==> config.mk <==
export PLATFORM = sky130hd
export DESIGN_NAME = logicnet_lut_layer_flat
export DESIGN_NICKNAME = d
export VERILOG_FILES = /design/src/rtl/logicnet_lut_layer_if.sv /design/src/rtl/logicnet_lut_layer.sv /design/src/flat_wrapper.sv
export SDC_FILE = /design/constraint.sdc
export NUM_CORES = 1
export LEC_CHECK = 0
export ABC_AREA = 0
export BUFFER_PORTS_ARGS = -buffer_cell sky130_fd_sc_hd__buf_2
export CAP_MARGIN = 20
export CORE_ASPECT_RATIO = 1.2
export CORE_UTILIZATION = 32
export DETAILED_ROUTE_END_ITERATION = 7
export GPL_TIMING_DRIVEN = 0
export HOLD_SLACK_MARGIN = 0.12
export PLACE_DENSITY = 0.54
export SLEW_MARGIN = 25
export SYNTH_ARGS = -nofsm -noshare
export SYNTH_HDL_FRONTEND = slang
export SYNTH_HIERARCHICAL = 1
export SYNTH_SLANG_ARGS = --single-unit
==> constraint.sdc <==
create_clock -name clk -period 2.3 [get_ports clk]
set_input_delay 0.575 -clock clk [delete_from_list [all_inputs] [get_ports clk]]
set_output_delay 0.575 -clock clk [all_outputs]
set_load 0.01 [all_outputs]
==> src/rtl/logicnet_lut_layer_if.sv <==
// Stream and config bundle for the LUT layer.
// The layer is the slave: it consumes in_*/cfg_* and produces out_*/loaded.
interface logicnet_lut_layer_if #(
  parameter int NUM_NEURONS = 4,
  parameter int IN_BITS     = 6,
  parameter int OUT_BITS    = 2,
  parameter int NID_W       = 2
);
  logic                            in_valid;
  logic                            in_ready;
  logic [NUM_NEURONS*IN_BITS-1:0]  in_data;
  logic                            out_valid;
  logic                            out_ready;
  logic [NUM_NEURONS*OUT_BITS-1:0] out_data;
  logic                            cfg_we;
  logic [NID_W-1:0]                cfg_neuron;
  logic [IN_BITS-1:0]              cfg_addr;
  logic [OUT_BITS-1:0]             cfg_data;
  logic                            cfg_last;
  logic [NUM_NEURONS-1:0]          loaded;

  modport master (
    output in_valid, in_data, out_ready, cfg_we, cfg_neuron, cfg_addr, cfg_data, cfg_last,
    input  in_ready, out_valid, out_data, loaded
  );
  modport slave (
    input  in_valid, in_data, out_ready, cfg_we, cfg_neuron, cfg_addr, cfg_data, cfg_last,
    output in_ready, out_valid, out_data, loaded
  );
endinterface

==> src/rtl/logicnet_lut_layer.sv <==
// Layer of run-time loadable truth tables with one registered valid/ready output stage.
// Each neuron reads its table combinationally; the layer registers all codes together.
module logicnet_lut_neuron #(
  parameter int IN_BITS  = 6,
  parameter int OUT_BITS = 2
) (
  input  logic                clk,
  input  logic                rst,
  input  logic                we_i,
  input  logic                last_i,
  input  logic [IN_BITS-1:0]  waddr_i,
  input  logic [OUT_BITS-1:0] wdata_i,
  input  logic [IN_BITS-1:0]  raddr_i,
  output logic [OUT_BITS-1:0] rdata_o,
  output logic                loaded_o
);
  logic [OUT_BITS-1:0] tab_q [2**IN_BITS];
  logic                loaded_q;

  // Contents survive reset; only the loaded flag gates them.
  always_ff @(posedge clk)
    if (we_i) tab_q[waddr_i] <= wdata_i;

  always_ff @(posedge clk or posedge rst)
    if (rst)                 loaded_q <= 1'b0;
    else if (we_i && last_i) loaded_q <= 1'b1;

  // Pre-edge values feed the output register, so a same-edge write is seen next accept.
  assign rdata_o  = loaded_q ? tab_q[raddr_i] : '0;
  assign loaded_o = loaded_q;
endmodule

module logicnet_lut_layer #(
  parameter int NUM_NEURONS = 4,
  parameter int IN_BITS     = 6,
  parameter int OUT_BITS    = 2,
  parameter int NID_W       = 2
) (
  input  logic clk,
  input  logic rst,
  logicnet_lut_layer_if.slave s_if
);
  logic [NUM_NEURONS-1:0][OUT_BITS-1:0] lut_val;
  logic [NUM_NEURONS-1:0]               loaded_w;
  logic                                 out_valid_q, out_valid_d;
  logic [NUM_NEURONS*OUT_BITS-1:0]      out_data_q, out_data_d;
  logic                                 accept;

  // Out-of-range neuron ids match no lane and are dropped.
  for (genvar n = 0; n < NUM_NEURONS; n++) begin : g_lane
    logicnet_lut_neuron #(.IN_BITS(IN_BITS), .OUT_BITS(OUT_BITS)) u_lane (
      .clk      (clk),
      .rst      (rst),
      .we_i     (s_if.cfg_we && (s_if.cfg_neuron == NID_W'(n))),
      .last_i   (s_if.cfg_last),
      .waddr_i  (s_if.cfg_addr),
      .wdata_i  (s_if.cfg_data),
      .raddr_i  (s_if.in_data[n*IN_BITS +: IN_BITS]),
      .rdata_o  (lut_val[n]),
      .loaded_o (loaded_w[n])
    );
  end

  assign s_if.in_ready = !out_valid_q || s_if.out_ready;
  assign accept        = s_if.in_valid && s_if.in_ready;

  always_comb begin
    out_valid_d = out_valid_q;
    out_data_d  = out_data_q;
    if (accept) begin
      out_valid_d = 1'b1;
      out_data_d  = lut_val;
    end else if (s_if.out_ready) begin
      out_valid_d = 1'b0;
    end
  end

  always_ff @(posedge clk or posedge rst)
    if (rst) begin
      out_valid_q <= 1'b0;
      out_data_q  <= '0;
    end else begin
      out_valid_q <= out_valid_d;
      out_data_q  <= out_data_d;
    end

  assign s_if.out_valid = out_valid_q;
  assign s_if.out_data  = out_data_q;
  assign s_if.loaded    = loaded_w;
endmodule

==> src/flat_wrapper.sv <==
// flat-port wrapper written by rule: the top's interface ports become plain ports
module logicnet_lut_layer_flat 
#(
  parameter int NUM_NEURONS = 4,
  parameter int IN_BITS     = 6,
  parameter int OUT_BITS    = 2,
  parameter int NID_W       = 2
)
  (clk, rst, s_if_in_valid, s_if_in_data, s_if_out_ready, s_if_cfg_we, s_if_cfg_neuron, s_if_cfg_addr, s_if_cfg_data, s_if_cfg_last, s_if_in_ready, s_if_out_valid, s_if_out_data, s_if_loaded);
  logicnet_lut_layer_if #(.NUM_NEURONS(NUM_NEURONS), .IN_BITS(IN_BITS), .OUT_BITS(OUT_BITS), .NID_W(NID_W)) s_if_i ();
  input  logic clk;
  input  logic rst;
  input wire logic [$bits(s_if_i.in_valid)-1:0] s_if_in_valid;
  input wire logic [$bits(s_if_i.in_data)-1:0] s_if_in_data;
  input wire logic [$bits(s_if_i.out_ready)-1:0] s_if_out_ready;
  input wire logic [$bits(s_if_i.cfg_we)-1:0] s_if_cfg_we;
  input wire logic [$bits(s_if_i.cfg_neuron)-1:0] s_if_cfg_neuron;
  input wire logic [$bits(s_if_i.cfg_addr)-1:0] s_if_cfg_addr;
  input wire logic [$bits(s_if_i.cfg_data)-1:0] s_if_cfg_data;
  input wire logic [$bits(s_if_i.cfg_last)-1:0] s_if_cfg_last;
  output wire logic [$bits(s_if_i.in_ready)-1:0] s_if_in_ready;
  output wire logic [$bits(s_if_i.out_valid)-1:0] s_if_out_valid;
  output wire logic [$bits(s_if_i.out_data)-1:0] s_if_out_data;
  output wire logic [$bits(s_if_i.loaded)-1:0] s_if_loaded;
  assign s_if_i.in_valid = s_if_in_valid;
  assign s_if_i.in_data = s_if_in_data;
  assign s_if_i.out_ready = s_if_out_ready;
  assign s_if_i.cfg_we = s_if_cfg_we;
  assign s_if_i.cfg_neuron = s_if_cfg_neuron;
  assign s_if_i.cfg_addr = s_if_cfg_addr;
  assign s_if_i.cfg_data = s_if_cfg_data;
  assign s_if_i.cfg_last = s_if_cfg_last;
  assign s_if_in_ready = s_if_i.in_ready;
  assign s_if_out_valid = s_if_i.out_valid;
  assign s_if_out_data = s_if_i.out_data;
  assign s_if_loaded = s_if_i.loaded;
  logicnet_lut_layer #(.NUM_NEURONS(NUM_NEURONS), .IN_BITS(IN_BITS), .OUT_BITS(OUT_BITS), .NID_W(NID_W)) u_core (.clk(clk), .rst(rst), .s_if(s_if_i));
endmodule
==> impl_summary.txt <==
----------------------------------------------------
[Cells and area]
  Multi-input gate area in the final layout ... between 5000 and 6000 um^2
  Layout cells sized above 1 ... 0.211
  Post-route design area ... about 25000 um^2
  Non-Filler Instances ... around 2300
  Area taken by flip-flops and latches ... 15700 um^2
  Fill cell total of the finished layout ... ~6200
  Most frequent standard cell in the layout excluding fill and tap cells ... edfxtp_1
  Layout area overhead ... 14.6%
  Final net count ... 1416
  Most frequent cells in the layout ... 512 x edfxtp_1, 269 x nor2_1, 112 x mux4_2
  Share of the core filled with cells in the final layout ... 0.373

[STA]
  Setup-failing EPs final ... 0
  Fmax ... between 400 and 500 MHz
  Final count of hold timing violations ... 0
  Worst clock skew on the final layout ... between 0.015 and 0.02 ns
  Final clock period utilization by the worst path ... 0.962
  Worst-Margin Slew ... between 0.9 and 1 ns
  Crit path time final ... about 2.2 ns
  Fin. max-slew vios ... 0
  WHS ... 0.194 ns
  Max-Slew Margin vs Limit ... 0.382
  RSZ-0062 raised after global routing ... no
  Post-layout worst setup margin ... slightly below 0.09 ns
  Post-Route Setup TNS ... 0 ns

[Floorplanning]
  Height of the die ... 289 um
  Starting utilization of the core area ... 0.326
  Top Ports ... 54
  Die outline width ... 241 um
  Core area ... between 60000 and 70000 um^2
  Row cnt ... 104
  Die footprint ... ~70000 um^2

[Clock tree]
  TritonCTS clock tree ... built
  Clock-pin slew on the worst setup and hold paths ... 0.06 ns
  Library cell used as clock root buffer ... clkbuf_16
  Setup fix buffers added after clock tree synthesis ... 0
  Deepest clock path buffer count ... 3
  TritonCTS sink count ... between 500 and 600
  Number of buffers created by CTS ... between 50 and 60
  Clock Latency Late Sink ... approximately 0.6 ns
  Total number of H-tree levels ... 2

[Critical path]
  CP peak stage delay ... 0.40 ns
  Peak fanout along the critical path ... 8
  Critical Setup Path Class ... input port to register
  Required arrival time at the worst endpoint ... between 2 and 3 ns
  Critical path arrival ... between 2 and 2.5 ns
  Nature of the critical path startpoint ... input port
  Sum of buffers and inverters on the critical path ... 2
  Ordered cell list for the critical path ... buf_2 > nor3b_2 > clkbuf_1 > nor2b_1 > nand2_1 > nor2_1
  Worst Setup End Kind ... register
  Slowest CP cell ... nand2_1
  Cell type group with the largest total delay on the critical path ... simple AND/OR/NAND/NOR gates

[Placement]
  Post-detailed-placement half-perimeter wirelength ... 34000 um
  Final estimated routing congestion in global placement ... 0.777
  PortBufs ... 45
  Placed instance count ... around 2200
  Worst setup timing slack at the placement stage ... -0.747 ns
  Post-detailed-placement cell area ... between 20000 and 25000 um^2

[GRT]
  Number of antenna violations at the first check in global routing ... 1
  Maximum number of pins on one net before global-route repair ... about 130
  Global-route wire length before repair ... 78200 um
  Aggregate global routing overflow ... 0
  GRT Resource Usage Total ... 0.153
  Via count of the first global-routing pass ... between 10000 and 15000

[Drt]
  Antenna violation net count after detailed routing ... 0
  Post-detailed-route via-to-cell ratio ... roughly 5.1
  Iteration-0 DRC Markers ... 1059
  Final WL ... 52500 um
  WL per Instance ... between 20 and 25 um
  Total DRC errors in the routed layout ... 0
  Detailed Routing Iterations Pass 1 ... 5
  Total vias in the final route ... roughly 12000

[Power]
  Peak supply drop ... approximately 0.52 mV
  Pwr per Cell Area ... ~800 nW/um^2
  Static leakage ... between 7 and 8 nW
  Final total power ... around 20 mW

[Synth]
  Share of flip-flops with an asynchronous set or reset after synthesis ... 0.0248
  Per-instance average area after synthesis ... 17.3 um^2
  Post-Synthesis Net Count ... between 1000 and 1500
  Library cells used by synthesis ... 39
  Count of yosys warnings during synthesis ... 6
  Top FF cell, synth ... edfxtp_1
  Sequential cell area fraction in the yosys report ... 0.713
  Number of storage elements in the synthesis netlist ... 525
  Number of enable-type register cells in the synthesized netlist ... just over 500
  Number of standard cells after synthesis ... approximately 1300
  Post-Syn Area ... approximately 22000 um^2

[Min path]
  Hold Path Class ... input port to register

[Outcome]
  Run status ... finished clean

[Flow run]
  Number of max-cap violations ... 0

----------------------------------------------------
power breakdown:
| part | total, mW | internal (mW) | switching [mW] |
|---|---|---|---|
| clock network | 8.45 | 4.83 | 3.62 |
| registers | 10.6 | 10.6 | 0.0453 |
| logic | 1.23 | 0.500 | 0.734 |
registers in the layout (all words and copies together) (netlist names):
signal                         flops
u_core/g_lane.u_lane/tab_q       512
u_core/s_if.out_data               8
u_core/g_lane.u_lane/loaded_o      4
u_core/s_if.out_valid              1
layout make-up:
type	instances	area share
antenna	1	0.0000992
inverter	5	0.000744
tap	901	0.0447
clock buffer	72	0.0583
multi-input combinational	668	0.234
clock inverter	28	0.00923
timing repair buffer	50	0.0145
sequential	525	0.623
buffer	72	0.0157
path summary, 6_finish.rpt:
| path | startpoint | to | slack, ns | cells past startpoint |
|---|---|---|---|---|
| min reg2reg | u_core/s_if.out_data[7] | u_core/s_if.out_data[7] | 0.50 | 1 |
| max in group asynchronous | rst | u_core/s_if.out_data[4] | 0.93 | 3 |
| min | s_if_cfg_data[0] | u_core/g_lane[3].u_lane/tab_q[57][0] | 0.19 | 1 |
| max | s_if_cfg_neuron[1] | u_core/g_lane[0].u_lane/tab_q[12][1] | 0.09 | 6 |
| max reg2reg | u_core/g_lane[2].u_lane/tab_q[35][0] | u_core/s_if.out_data[4] | 0.20 | 5 |
| min in group asynchronous | rst | u_core/g_lane[1].u_lane/loaded_o | 0.42 | 3 |
repair_timing:
item,in CTS,in global routing
setup endpoints to repair,14,84
hold buffers,1,0
resized for setup,1,3
endpoints found under the hold margin,4,0
kinds of logic after synthesis:
group | after synthesis | synth area share
flip-flops | 525 | 0.713
AND/OR/NAND/NOR | 448 | 0.0937
buffers and inverters | 77 | 0.0188
multiplexers | 164 | 0.155
AO/OA/AOI/OAI | 56 | 0.0186
synthesized netlist by cell type, types with 5 or more instances:
| library cell | n | share of area |
|---|---|---|
| nand4_1 | 12 | 0.0034 |
| mux4_2 | 112 | 0.11 |
| inv_1 | 5 | 0.00085 |
| clkbuf_1 | 40 | 0.0068 |
| nand2b_1 | 29 | 0.0082 |
| a22oi_1 | 8 | 0.0027 |
| nor2b_1 | 24 | 0.0068 |
| nand3b_1 | 12 | 0.0041 |
| dfrtp_1 | 13 | 0.015 |
| nand2_1 | 41 | 0.0070 |
| buf_6 | 12 | 0.0061 |
| nand3_1 | 28 | 0.0064 |
| mux2_4 | 8 | 0.0055 |
| mux2_2 | 8 | 0.0041 |
| mux4_1 | 20 | 0.024 |
| edfxtp_1 | 512 | 0.70 |
| buf_2 | 16 | 0.0036 |
| o22ai_1 | 16 | 0.0045 |
| or3b_2 | 8 | 0.0032 |
| nor3_1 | 8 | 0.0018 |
| nor2_1 | 269 | 0.046 |
| mux2i_1 | 16 | 0.0073 |
per-layer routing:
| metal | GRT usage | vias up | wire length, um |
|---|---|---|---|
| met1 | 0.194 | 6220 | 22100 |
| met2 | 0.269 | 291 | 27000 |
| met5 | 0 | - | 0 |
| li1 | - | 5238 | - |
| met3 | 0.0242 | 65 | 2280 |
| met4 | 0.0472 | 0 | 1190 |
Note: power is estimated with default switching activity, not from simulation.
